<file path="config.mk">
export PLATFORM = sky130hd
export DESIGN_NAME = mips_instr_encoder_flat
export DESIGN_NICKNAME = d
export VERILOG_FILES = /design/src/rtl/mips_pkg.sv /design/src/rtl/mips_instr_encoder_if.sv /design/src/rtl/mips_instr_pack.sv /design/src/rtl/mips_instr_encoder.sv /design/src/flat_wrapper.sv
export SDC_FILE = /design/constraint.sdc
export NUM_CORES = 1
export LEC_CHECK = 0
export BUFFER_PORTS_ARGS = -buffer_cell sky130_fd_sc_hd__buf_2
export CORE_ASPECT_RATIO = 1.4
export CORE_UTILIZATION = 52
export DETAILED_ROUTE_END_ITERATION = 6
export PLACE_DENSITY_LB_ADDON = 0.25
export SLEW_MARGIN = 20
export SYNTH_ARGS = -nofsm -noshare
export SYNTH_HDL_FRONTEND = slang
export SYNTH_SLANG_ARGS = --single-unit
export TNS_END_PERCENT = 20
</file>
<file path="constraint.sdc">
create_clock -name clk -period 3.5 [get_ports clk]
set_clock_uncertainty 0.2 [all_clocks]
set_input_delay 0 -clock clk [delete_from_list [all_inputs] [get_ports clk]]
set_output_delay 0 -clock clk [all_outputs]
set_load 0.05 [all_outputs]
</file>
<file path="src/rtl/mips_pkg.sv">
// Purpose: shared MIPS encoding constants and request types, used by the
//          instruction encoder and by the core's main/ALU decoders.
package mips_pkg;

  localparam int unsigned WORD_W = 32;
  localparam int unsigned REG_W  = 5;
  localparam int unsigned IMM_W  = 16;
  localparam int unsigned TGT_W  = 26;
  localparam int unsigned KIND_W = 4;

  // Primary opcodes
  localparam logic [5:0] OP_RTYPE = 6'h00;
  localparam logic [5:0] OP_LW    = 6'h23;
  localparam logic [5:0] OP_SW    = 6'h2B;
  localparam logic [5:0] OP_BEQ   = 6'h04;
  localparam logic [5:0] OP_ADDI  = 6'h08;
  localparam logic [5:0] OP_J     = 6'h02;

  // R-type funct codes
  localparam logic [5:0] FN_ADD = 6'h20;
  localparam logic [5:0] FN_SUB = 6'h22;
  localparam logic [5:0] FN_AND = 6'h24;
  localparam logic [5:0] FN_OR  = 6'h25;
  localparam logic [5:0] FN_SLT = 6'h2A;

  localparam logic [WORD_W-1:0] NOP_WORD = 32'h0000_0000;

  typedef enum logic [KIND_W-1:0] {
    KIND_ADD  = 4'd0,
    KIND_SUB  = 4'd1,
    KIND_AND  = 4'd2,
    KIND_OR   = 4'd3,
    KIND_SLT  = 4'd4,
    KIND_LW   = 4'd5,
    KIND_SW   = 4'd6,
    KIND_BEQ  = 4'd7,
    KIND_ADDI = 4'd8,
    KIND_J    = 4'd9
  } req_kind_e;

  // Symbolic instruction request payload
  typedef struct packed {
    logic [KIND_W-1:0] kind;
    logic [REG_W-1:0]  rs;
    logic [REG_W-1:0]  rt;
    logic [REG_W-1:0]  rd;
    logic [IMM_W-1:0]  imm;
    logic [TGT_W-1:0]  target;
  } req_s;

endpackage

</file>
<file path="src/rtl/mips_instr_encoder_if.sv">
// Purpose: request and instruction-memory write bundle of the encoder.
//   master: request producer / memory consumer (harness, boot loader)
//   slave : the encoder
interface mips_instr_encoder_if;
  import mips_pkg::*;

  logic              req_valid;
  logic              req_ready;
  logic [KIND_W-1:0] req_kind;
  logic [REG_W-1:0]  req_rs;
  logic [REG_W-1:0]  req_rt;
  logic [REG_W-1:0]  req_rd;
  logic [IMM_W-1:0]  req_imm;
  logic [TGT_W-1:0]  req_target;
  logic              imem_we;
  logic [WORD_W-1:0] imem_addr;
  logic [WORD_W-1:0] imem_wdata;

  modport master (
    output req_valid, req_kind, req_rs, req_rt, req_rd, req_imm, req_target,
    input  req_ready, imem_we, imem_addr, imem_wdata
  );

  modport slave (
    input  req_valid, req_kind, req_rs, req_rt, req_rd, req_imm, req_target,
    output req_ready, imem_we, imem_addr, imem_wdata
  );
endinterface

</file>
<file path="src/rtl/mips_instr_pack.sv">
// Purpose: combinational packer, symbolic request -> 32-bit MIPS word.
//   req_i   : request payload (kind + fields)
//   word_o  : encoded word (NOP_WORD for an illegal kind)
//   legal_o : kind is one of the ten supported instructions
module mips_instr_pack
  import mips_pkg::*;
(
  input  req_s              req_i,
  output logic [WORD_W-1:0] word_o,
  output logic              legal_o
);

  // R-type word with shamt fixed at zero
  function automatic logic [WORD_W-1:0] r_word(input req_s r, input logic [5:0] fn);
    return {OP_RTYPE, r.rs, r.rt, r.rd, 5'd0, fn};
  endfunction

  // I-type word; rd is not part of the format
  function automatic logic [WORD_W-1:0] i_word(input req_s r, input logic [5:0] op);
    return {op, r.rs, r.rt, r.imm};
  endfunction

  always_comb begin
    word_o  = NOP_WORD;
    legal_o = 1'b1;
    case (req_kind_e'(req_i.kind))
      KIND_ADD:  word_o = r_word(req_i, FN_ADD);
      KIND_SUB:  word_o = r_word(req_i, FN_SUB);
      KIND_AND:  word_o = r_word(req_i, FN_AND);
      KIND_OR:   word_o = r_word(req_i, FN_OR);
      KIND_SLT:  word_o = r_word(req_i, FN_SLT);
      KIND_LW:   word_o = i_word(req_i, OP_LW);
      KIND_SW:   word_o = i_word(req_i, OP_SW);
      KIND_BEQ:  word_o = i_word(req_i, OP_BEQ);
      KIND_ADDI: word_o = i_word(req_i, OP_ADDI);
      KIND_J:    word_o = {OP_J, req_i.target};
      default:   legal_o = 1'b0;
    endcase
  end

endmodule

</file>
<file path="src/rtl/mips_instr_encoder.sv">
// Purpose: accepts symbolic instruction requests, encodes them and writes the
//          words in order into instruction memory starting at BASE_ADDR.
//   clk, reset : clock, asynchronous active-high reset
//   clear      : synchronous restart (address, count, err)
//   bus        : request handshake + registered imem write port (slave side)
//   count/full : words written since reset/clear, count == DEPTH
//   err        : sticky illegal-kind flag
// Option: MIPS_ENC_ILLEGAL_CHECK_EN -- drop illegal kinds and flag err;
//         otherwise illegal kinds are written as NOP and err stays 0.
module mips_instr_encoder
  import mips_pkg::*;
#(
  parameter logic [31:0] BASE_ADDR = 32'h0000_0000,
  parameter int unsigned DEPTH     = 64
) (
  input  logic                       clk,
  input  logic                       reset,
  input  logic                       clear,
  mips_instr_encoder_if.slave        bus,
  output logic [$clog2(DEPTH+1)-1:0] count,
  output logic                       full,
  output logic                       err
);

  localparam int unsigned CNT_W = $clog2(DEPTH + 1);

  logic [WORD_W-1:0] addr_q, addr_d;
  logic [WORD_W-1:0] waddr_q, waddr_d;
  logic [WORD_W-1:0] wdata_q, wdata_d;
  logic              we_q, we_d;
  logic [CNT_W-1:0]  count_q, count_d;
  logic              err_q, err_d;

  req_s              req_c;
  logic [WORD_W-1:0] pack_word_c;
  logic              pack_legal_c;
  logic [WORD_W-1:0] word_c;
  logic              full_c;
  logic              ready_c;
  logic              accept_c;
  logic              write_c;
  logic              err_set_c;

  assign req_c = '{kind:   bus.req_kind,
                   rs:     bus.req_rs,
                   rt:     bus.req_rt,
                   rd:     bus.req_rd,
                   imm:    bus.req_imm,
                   target: bus.req_target};

  mips_instr_pack u_pack (
    .req_i   (req_c),
    .word_o  (pack_word_c),
    .legal_o (pack_legal_c)
  );

  assign full_c   = (count_q == CNT_W'(DEPTH));
  assign ready_c  = !full_c && !clear;
  assign accept_c = bus.req_valid && ready_c;

  // Illegal-kind policy
`ifdef MIPS_ENC_ILLEGAL_CHECK_EN
  assign word_c    = pack_word_c;
  assign write_c   = accept_c && pack_legal_c;
  assign err_set_c = accept_c && !pack_legal_c;
`else
  assign word_c    = pack_legal_c ? pack_word_c : NOP_WORD;
  assign write_c   = accept_c;
  assign err_set_c = 1'b0;
`endif

  // Next-state: clear wins over any same-cycle request
  always_comb begin
    addr_d  = addr_q;
    waddr_d = waddr_q;
    wdata_d = wdata_q;
    we_d    = 1'b0;
    count_d = count_q;
    err_d   = err_q;
    if (clear) begin
      addr_d  = BASE_ADDR;
      waddr_d = BASE_ADDR;
      count_d = '0;
      err_d   = 1'b0;
    end else begin
      if (write_c) begin
        we_d    = 1'b1;
        waddr_d = addr_q;
        wdata_d = word_c;
        addr_d  = addr_q + 32'd4;
        count_d = count_q + CNT_W'(1);
      end
      if (err_set_c) err_d = 1'b1;
    end
  end

  // State and registered write port; reset discards a pending write at once
  always_ff @(posedge clk or posedge reset) begin
    if (reset) begin
      addr_q  <= BASE_ADDR;
      waddr_q <= BASE_ADDR;
      wdata_q <= '0;
      we_q    <= 1'b0;
      count_q <= '0;
      err_q   <= 1'b0;
    end else begin
      addr_q  <= addr_d;
      waddr_q <= waddr_d;
      wdata_q <= wdata_d;
      we_q    <= we_d;
      count_q <= count_d;
      err_q   <= err_d;
    end
  end

  assign bus.req_ready  = ready_c;
  assign bus.imem_we    = we_q;
  assign bus.imem_addr  = waddr_q;
  assign bus.imem_wdata = wdata_q;
  assign count          = count_q;
  assign full           = full_c;
  assign err            = err_q;

endmodule

</file>
<file path="src/flat_wrapper.sv">
// flat-port wrapper written by rule: the top's interface ports become plain ports
module mips_instr_encoder_flat import mips_pkg::*;
#(
  parameter logic [31:0] BASE_ADDR = 32'h0000_0000,
  parameter int unsigned DEPTH     = 64
)
  (clk, reset, clear, count, full, err, bus_req_valid, bus_req_kind, bus_req_rs, bus_req_rt, bus_req_rd, bus_req_imm, bus_req_target, bus_req_ready, bus_imem_we, bus_imem_addr, bus_imem_wdata);
  mips_instr_encoder_if bus_i ();
  input  logic clk;
  input  logic reset;
  input  logic clear;
  output logic [$clog2(DEPTH+1)-1:0] count;
  output logic full;
  output logic err;
  input wire logic [$bits(bus_i.req_valid)-1:0] bus_req_valid;
  input wire logic [$bits(bus_i.req_kind)-1:0] bus_req_kind;
  input wire logic [$bits(bus_i.req_rs)-1:0] bus_req_rs;
  input wire logic [$bits(bus_i.req_rt)-1:0] bus_req_rt;
  input wire logic [$bits(bus_i.req_rd)-1:0] bus_req_rd;
  input wire logic [$bits(bus_i.req_imm)-1:0] bus_req_imm;
  input wire logic [$bits(bus_i.req_target)-1:0] bus_req_target;
  output wire logic [$bits(bus_i.req_ready)-1:0] bus_req_ready;
  output wire logic [$bits(bus_i.imem_we)-1:0] bus_imem_we;
  output wire logic [$bits(bus_i.imem_addr)-1:0] bus_imem_addr;
  output wire logic [$bits(bus_i.imem_wdata)-1:0] bus_imem_wdata;
  assign bus_i.req_valid = bus_req_valid;
  assign bus_i.req_kind = bus_req_kind;
  assign bus_i.req_rs = bus_req_rs;
  assign bus_i.req_rt = bus_req_rt;
  assign bus_i.req_rd = bus_req_rd;
  assign bus_i.req_imm = bus_req_imm;
  assign bus_i.req_target = bus_req_target;
  assign bus_req_ready = bus_i.req_ready;
  assign bus_imem_we = bus_i.imem_we;
  assign bus_imem_addr = bus_i.imem_addr;
  assign bus_imem_wdata = bus_i.imem_wdata;
  mips_instr_encoder #(.BASE_ADDR(BASE_ADDR), .DEPTH(DEPTH)) u_core (.clk(clk), .reset(reset), .clear(clear), .bus(bus_i), .count(count), .full(full), .err(err));
endmodule
</file>
# == After elaboration in Yosys (flattened, before gate mapping) ==
# Index checks and enable logic that the tools add are counted.
# word_totals
ff_bits,104
latchBits,0
ram_bits,0
mem_bits_ro,0
inputBits,65
out_inout_bits,75
elab_cells,37
n_memories,0
# op_classes
addsub,2
n_mul,0
div,0
magnitude_cmp,0
n_eq_ne,10
n_shift,0
muxes,11
bitwise,1
n_reduce_logical,8
# op_table
cell,count
32-bit case mux with 10 select lines,1
32-bit 2-to-1 mux,5
32-bit by 3-bit adder with 32-bit output (second input constant),1
4-bit by 3-bit == test with 1-bit output (second input constant),4
7-bit 2-to-1 mux,2
10-bit OR reduction,1
4-bit by 2-bit == test with 1-bit output (second input constant),2
4-bit == test (second input constant),2
7-bit by 1-bit adder with 7-bit output (second input constant),1
7-bit == test (second input constant),1
4-bit by 1-bit == test with 1-bit output (second input constant),1
4-bit logical NOT,1
1-bit 2-to-1 mux,3
1-bit logical AND,2
1-bit logical NOT,2
2-bit AND reduction,1
2-bit nonzero test,1
1-bit inverter,1

# == Longest topological paths before layout ==
# Gate-level depths: netlist (run 1).
# depth
ltp_word,6
depth_mapped,8
depth_no_buf,8

# == By module ==
# A second synthesis (run 1) with hierarchy kept.
# hier_totals
hier_cells,543
hier_area_um2,5013.6
# by_module_without_submodules
mod,instances,cells_each,area_each_um2,seq_area_each_um2
mips_instr_encoder,1,468,4444.3,2527.4
mips_instr_pack,1,75,569.3,0.0

# == Worst setup path before layout (run 1) ==
# OpenSTA, ideal clock, no wires.
# synth_path
path_type,reg2reg
from,register u_core.count_q[0] (netlist: u_core.count[0])
to,register u_core.addr_q[30]
arrival_time_ns,2.376
slack_ns,0.847
path_stages_with_launch,7
n_path_buf,0
synth_period_minus_slack_ns,2.653
cell_sequence,dfrtp_1 inv_1 ha_1 a311o_2 or4_4 or3_1 a21oi_1
# synth_between
elab_chain_len,5
# synth_lines
element,line_no,rtl
start: declaration,mips_instr_encoder.sv:31,"logic [CNT_W-1:0] count_q, count_d;"
start signal: assignment,mips_instr_encoder.sv:111,count_q <= count_d;
7-bit == test,mips_instr_encoder.sv:57,assign full_c = (count_q == CNT_W'(DEPTH));
1-bit logical NOT,mips_instr_encoder.sv:58,assign ready_c = !full_c && !clear;
1-bit logical AND,mips_instr_encoder.sv:58,
1-bit logical AND,mips_instr_encoder.sv:59,assign accept_c = bus.req_valid && ready_c;
2-bit nonzero test (no source line),-,
end signal: assignment,mips_instr_encoder.sv:107,addr_q <= addr_d;
end: declaration,mips_instr_encoder.sv:27,"logic [WORD_W-1:0] addr_q, addr_d;"
# No other way between the ends.
# A chain may end at the register's enable or synchronous reset.

# == Worst setup path in the final report (run 1) ==
# layout_path
from,register u_core.count_q[3] (netlist: u_core.count[3])
to,register u_core.wdata_q[1] (netlist: u_core.bus.imem_wdata[1])
# layout_between
elab_chain_len,5
# layout_lines
element,line_no,rtl
7-bit == test,mips_instr_encoder.sv:57,
1-bit logical NOT,mips_instr_encoder.sv:58,
1-bit logical AND,mips_instr_encoder.sv:58,
1-bit logical AND,mips_instr_encoder.sv:59,
2-bit AND reduction (no source line),-,
end signal: assignment,mips_instr_encoder.sv:109,wdata_q <= wdata_d;
end: declaration,mips_instr_encoder.sv:29,"logic [WORD_W-1:0] wdata_q, wdata_d;"
# No other way between the ends.

==> results of run 1 <==
[routing by layer]
| layer | part of all wire | wire length, µm |
|---|---|---|
| met1 | 0.38 | 5279 |
| met2 | 0.53 | 7362 |
| met3 | 0.068 | 950 |
| met4 | 0.029 | 405 |
| met5 | 0 | 0 |
[layout make-up]
cell class                 count  share of cell area
clock inverter                 6             0.01346
inverter                      12            0.007305
sequential                    99              0.3806
clock buffer                  10             0.03672
timing repair buffer         200              0.2003
multi-input combinational    380              0.3410
tap                          107             0.02057
[worst paths after layout]
kind,from,cells past startpoint,slack [ps],endpoint
min in group clk,bus_req_kind[3],3,30,u_core.bus.imem_wdata[0]
max reg2reg,u_core.count[3],7,390,u_core.bus.imem_wdata[1]
max,u_core.count[3],7,390,u_core.bus.imem_wdata[1]
min,reset,3,30,u_core.bus.imem_addr[6]
max in group asynchronous,reset,4,2290,u_core.count[4]
min reg2reg,u_core.addr_q[31],1,280,u_core.addr_q[31]
[cells in the mapped netlist (all sizes together), types with 2 or more instances]
library cell	n	area (µm²)
ha	3	37.54
dfrtp	99	2477
o21ai	38	190.2
a311oi	4	35.03
and3	5	31.28
nor2	33	123.9
xor2	13	113.9
buf	8	46.29
nor3	4	20.02
clkbuf	30	112.6
a41o	3	30.03
o31ai	3	22.52
a22o	4	35.03
nand2	103	386.6
mux2i	6	60.06
o21bai	2	15.01
xnor2	9	78.83
mux2	2	22.52
nand3	14	70.07
and2	3	18.77
and4	4	35.03
nand4	11	75.07
a22oi	17	127.6
o22ai	6	37.54
nor2b	8	50.05
a21oi	18	90.09
nor4	7	50.05
inv	11	41.29
nand2b	7	43.79
or4	3	26.27
a2bb2oi	4	35.03
nand3b	31	232.7
[flip-flops by register name, indices dropped and copies added (netlist names)]
register and flops:
u_core.bus.imem_we 1, u_core.count 7, u_core.addr_q 30, u_core.bus.imem_wdata 30
u_core.bus.imem_addr 31
[worst min-delay path, cell delays in order]
cell and delay [ps]:
dlygate4sd3_1 530, buf_2 130, inv_4 340
[where the power goes]
group | switching, mW | leakage [nW] | total (mW) | internal (mW)
clock | 0.429 | 0.163 | 1.08 | 0.647
sequential | 0.0327 | 1.36 | 1.22 | 1.18
combinational | 0.320 | 1.76 | 0.479 | 0.159
[metrics by stage]
stage	hold slack [ps]	instance area, µm²	total power, mW
3_3_place_gp	-156.6	5602	1.631
3_5_place_dp	-150.0	5602	1.640
5_1_grt	71.13	6509	2.853
6_report	26.28	6509	2.772
2_1_floorplan	-15.86	4890	1.519
4_1_cts	8.816	6509	2.756
[logic make-up (layout without fill, tap and decap cells)]
| logic type | Yosys count | in the layout | synth area share |
|---|---|---|---|
| AO/OA/AOI/OAI | 106 | 106 | 0.1383 |
| XOR/XNOR | 22 | 22 | 0.03944 |
| adder cells (fa/ha/maj) | 3 | 3 | 0.007683 |
| buffers and inverters | 50 | 228 | 0.04174 |
| flip-flops | 99 | 99 | 0.5070 |
| multiplexers | 8 | 8 | 0.01690 |
| other | 1 | 2 | 0.0007675 |
| AND/OR/NAND/NOR | 239 | 239 | 0.2481 |
[placed cells by master (no fill, tap or decap), types with 5 or more instances in the layout]
master and n:
buf_2 137, nand2_1 103, dfrtp_1 99, dlygate4sd3_1 58, o21ai_0 36, nor2_1 33
nand3b_1 31, a21oi_1 18, a22oi_1 17, nand3_1 14, xor2_1 13, nand4_1 10
xnor2_1 9, inv_1 9, clkbuf_16 9, nor2b_1 8, nand2b_1 7, nor4_1 6
mux2i_1 6, o22ai_1 6, and3_1 5, buf_4 5
==> impl_metrics.csv, run 1 <==
group,metric,value,unit
global_route,grt_use_met3,0.05795,
synth,synthesis.area,4886,µm²
clocking,post_cts_resized,0,
worst_setup_path,crit_path_max_incr_delay,590,ps
die,start_util,0.5381,
global_route,gr-usage-met2,0.5328,
global_route,grt_util_met1,0.3417,
clocking,postCtsSetupBuffers,0,
worst_hold_path,worstHoldPathType,"input pin to asynchronous set/reset pin",
synth,async_reset_ff_frac,1.000,
placed_design,place_inst,740,
route,vias_per_cell,5.830,
worst_setup_path,cp-end-kind,"register",
cells_and_area,final_layout_size_suffix_gt1_frac,0.2390,
cells_and_area,area.sequential,2477,µm²
die,die_y,116.7,µm
worst_setup_path,path_delay_family,"simple AND/OR/NAND/NOR gates",
global_route,grt_pass1_vias,4721,
route,drc,12,
status,status,"finished with violations",
worst_setup_path,cp-start-kind,"register",
placed_design,place_ws,967.6,ps
clocking,root_buffer,"clkbuf_16",
clocking,cts_inserted_buffers,9,
clocking,cts_num_sinks,99,
global_route,grt_pass1_wl,22540,µm
cells_and_area,post-route-util,0.7168,
timing,timing.final.crit_period,3109,ps
timing,layout_setup_ws,391.0,ps
route,first_pass_iters,7,
flow_run,cap_violations,0,
route,vias,4746,
route,drtIter0Drc,356,
timing,finalSetupViolCount,0,
clocking,worstSkewPairLatency,340,ps
global_route,grt_max_degree,69,
synth,ys_warn_count,0,
placed_design,hpwl,8154,µm
worst_setup_path,arrival,3150,ps
clocking,cts.htree.levels,3,
global_route,gr-usage-all-layers,0.2954,
timing,timing.fmax,321.7,MHz
power,p_leak,3.279,nW
cells_and_area,layoutNonFillerInstCount,814,
timing,finalMaxSlewViolations,0,
global_route,busiest_layer,"met2",
cells_and_area,diodes,0,
clocking,cts.path.max_buffers,2,
cells_and_area,fill_cells,647,
placed_design,io_buffers,137,
timing,hold_viol,0,
die,io-pin-count,140,
timing,rsz0062_at_grt,"false",
worst_setup_path,critPathMaxFanout,37,
global_route,antenna_found_initial,0,
worst_setup_path,cp.required,3540,ps
clocking,clk_pin_slew_worst_paths,70,ps
synth,synth-main-ff-cell,"dfrtp_1",
synth,syn-instance-count,528,
synth,syn_area_per_cell,9.254,µm²
worst_setup_path,crit_buf_inv,2,
die,rows,41,
worst_setup_path,path_class,"register to register",
worst_setup_path,cp_slowest_cell,"or4_1",
synth,ys_seq_elements,99,
cells_and_area,layout.nets,770,
die,die_w,83.93,µm
die,fp.dieArea,9793,µm²
placed_design,place.gp.congestion,0.9167,
clocking,cts_tree,"done",
die,coreArea,9080,µm²
clocking,holdBufCountCts,58,
synth,ys_types,54,
timing,slew_headroom,0.3949,
route,drtAntennaViolNets,0,
power,pwr_density_cell,426.0,nW/µm²
route,wl_per_cell,17.20,µm
cells_and_area,area_growth_syn_to_layout,33.21,%
worst_setup_path,crit_chain,"or4_1 > o21ai_4 > inv_2 > nand2_1 > a21oi_1 > dlygate4sd3_1 > a21o_1",
global_route,grt.overflow.total,0,
power,peakVddDrop,0.2555,mV
timing,tightest_slew,901.6,ps
route,totalWireLength,14000,µm
timing,timing.final.crit_share,0.8883,
synth,synth-edff-count,0,
synth,ys_seq_area_frac,0.5070,
cells_and_area,multi_input_area,2220,µm²
timing,setup-tns-final,0,ps
status,violations,"DRC",
Note: power is estimated with default switching activity, not from simulation.
==> run 2, diff against run 1 <==
Settings changed: SETUP_SLACK_MARGIN set to 0.02.
Clock period 3.5 ns to 3.17 ns, I/O delays scaled along.
==> run 2 against run 1 <==
  * The flow finishes with violations (DRC, hold timing)
  * Worst hold slack got worse by 34 ps
  * Wire length fell by 2.8%
  * Setup slack got worse by 310 ps
  * Highest routed layer unchanged
==> impl_metrics.csv, run 2 (synthesis results as in run 1) <==
group,metric,value,unit
timing,hold_viol,25,
die,io-pin-count,140,
worst_setup_path,crit_buf_inv,2,
die,coreArea,9080,µm²
cells_and_area,area_growth_syn_to_layout,33.85,%
clocking,cts_num_sinks,99,
timing,tightest_slew,850.7,ps
cells_and_area,diodes,0,
power,peakVddDrop,0.2791,mV
worst_setup_path,cp_slowest_cell,"or4_1",
placed_design,place_ws,648.5,ps
worst_setup_path,critPathMaxFanout,21,
die,rows,41,
route,drtAntennaViolNets,0,
timing,timing.fmax,323.2,MHz
clocking,postCtsSetupBuffers,0,
clocking,cts.path.max_buffers,2,
route,vias_per_cell,5.819,
die,die_w,83.93,µm
cells_and_area,layout.nets,774,
global_route,grt_pass1_wl,22100,µm
route,first_pass_iters,7,
cells_and_area,area.sequential,2477,µm²
die,die_y,116.7,µm
placed_design,hpwl,8135,µm
worst_setup_path,crit_path_max_incr_delay,600,ps
status,status,"finished with violations",
clocking,cts.htree.levels,3,
clocking,worstSkewPairLatency,350,ps
worst_setup_path,cp-start-kind,"register",
timing,finalSetupViolCount,0,
global_route,gr-usage-all-layers,0.2883,
global_route,grt.overflow.total,0,
timing,layout_setup_ws,76.11,ps
clocking,cts_tree,"done",
worst_setup_path,crit_chain,"or4_1 > o21ai_4 > inv_2 > nand2_1 > a21oi_1 > dlygate4sd3_1 > a21o_1",
global_route,antenna_found_initial,0,
timing,timing.final.crit_share,0.9760,
timing,rsz0062_at_grt,"true",
cells_and_area,fill_cells,656,
worst_setup_path,arrival,3140,ps
worst_hold_path,worstHoldPathType,"input pin to asynchronous set/reset pin",
worst_setup_path,cp.required,3210,ps
cells_and_area,multi_input_area,2221,µm²
placed_design,io_buffers,137,
flow_run,cap_violations,0,
cells_and_area,mostFrequentLayoutCells,"buf_2 (137), nand2_1 (103), dfrtp_1 (99)",
placed_design,place.gp.congestion,0.9168,
clocking,clk_pin_slew_worst_paths,70,ps
power,p_leak,3.290,nW
cells_and_area,final_common_cell,"buf_2",
route,totalWireLength,13610,µm
route,drtIter0Drc,319,
route,wl_per_cell,16.64,µm
die,fp.dieArea,9793,µm²
route,vias,4760,
timing,finalMaxSlewViolations,0,
cells_and_area,final_layout_size_suffix_gt1_frac,0.2377,
cells_and_area,largest_register_ffs,31,
timing,hold_ws,-7.536,ps
status,violations,"DRC, hold timing",
power,pwr_density_cell,457.2,nW/µm²
clocking,cts_inserted_buffers,9,
route,drc,12,
die,start_util,0.5381,
global_route,grt_max_degree,72,
timing,slew_headroom,0.4290,
clocking,root_buffer,"clkbuf_16",
power,power.total,2.990,mW
worst_setup_path,path_delay_family,"simple AND/OR/NAND/NOR gates",
timing,timing.final.crit_period,3094,ps
worst_setup_path,r2r_setup_slack,80,ps
worst_setup_path,cp-end-kind,"register",
global_route,grt_pass1_vias,4633,
worst_setup_path,path_class,"register to register",
==> run 2: final timing paths <==
kind / startpoint / to / depth (start not counted)
setup / recovery: u_core.count[3] / u_core.bus.imem_wdata[1] / 7
hold / removal: reset / u_core.bus.imem_addr[18] / 3
setup reg to reg: u_core.count[3] / u_core.bus.imem_wdata[1] / 7
hold reg to reg: u_core.bus.imem_wdata[28] / u_core.bus.imem_wdata[28] / 2
max in group asynchronous: reset / u_core.count[3] / 4
min in group clk: bus_req_imm[13] / u_core.bus.imem_wdata[13] / 5
==> run 2: per-stage QoR <==
step | instances | instance area [µm²] | setup TNS [ps] | util
3_5_place_dp | 741 | 5622 | 0 | 0.6191
4_1_cts | 818 | 6539 | 0 | 0.7201
2_1_floorplan | 529 | 4890 | 0 | -
5_1_grt | 818 | 6540 | -197.1 | 0.7203
6_report | 818 | 6540 | 0 | 0.7203
3_3_place_gp | 741 | 5622 | 0 | 0.6191
==> run 2: worst register-to-register path: stages, from the launching register on <==
cell	delay (ps)
dfrtp_1	430
or4_1	600
o21ai_4	430
inv_2	70
nand2_1	470
a21oi_1	70
dlygate4sd3_1	580
a21o_1	150
==> run 2: final cells by class <==
class                      count  share of cell area
sequential                    99              0.3788
multi-input combinational    380              0.3396
timing repair buffer         204              0.2070
clock buffer                  13             0.03979
tap                          107             0.02047
inverter                      12            0.007270
clock inverter                 3            0.007079
==> run 2: per-layer routing <==
layer,part of all wire,track usage,up-vias
li1,-,-,2203
met5,0,0,-
met3,0.071,0.05866,36
met1,0.38,0.3425,2280
met4,0.025,0.1195,0
met2,0.52,0.5137,241
==> run 2: repair_timing <==
item | 4_1_cts | 5_1_grt
resized for setup | 0 | 1
hold buffers | 61 | 0
hold endpoints to repair | 137 | 0
setup endpoints to repair | 0 | 3
==> run 2: power by group <==
| part | switching (mW) | leakage, nW | internal (mW) |
|---|---|---|---|
| logic | 0.350 | 1.78 | 0.179 |
| clock network | 0.461 | 0.146 | 0.657 |
| registers | 0.0351 | 1.36 | 1.31 |
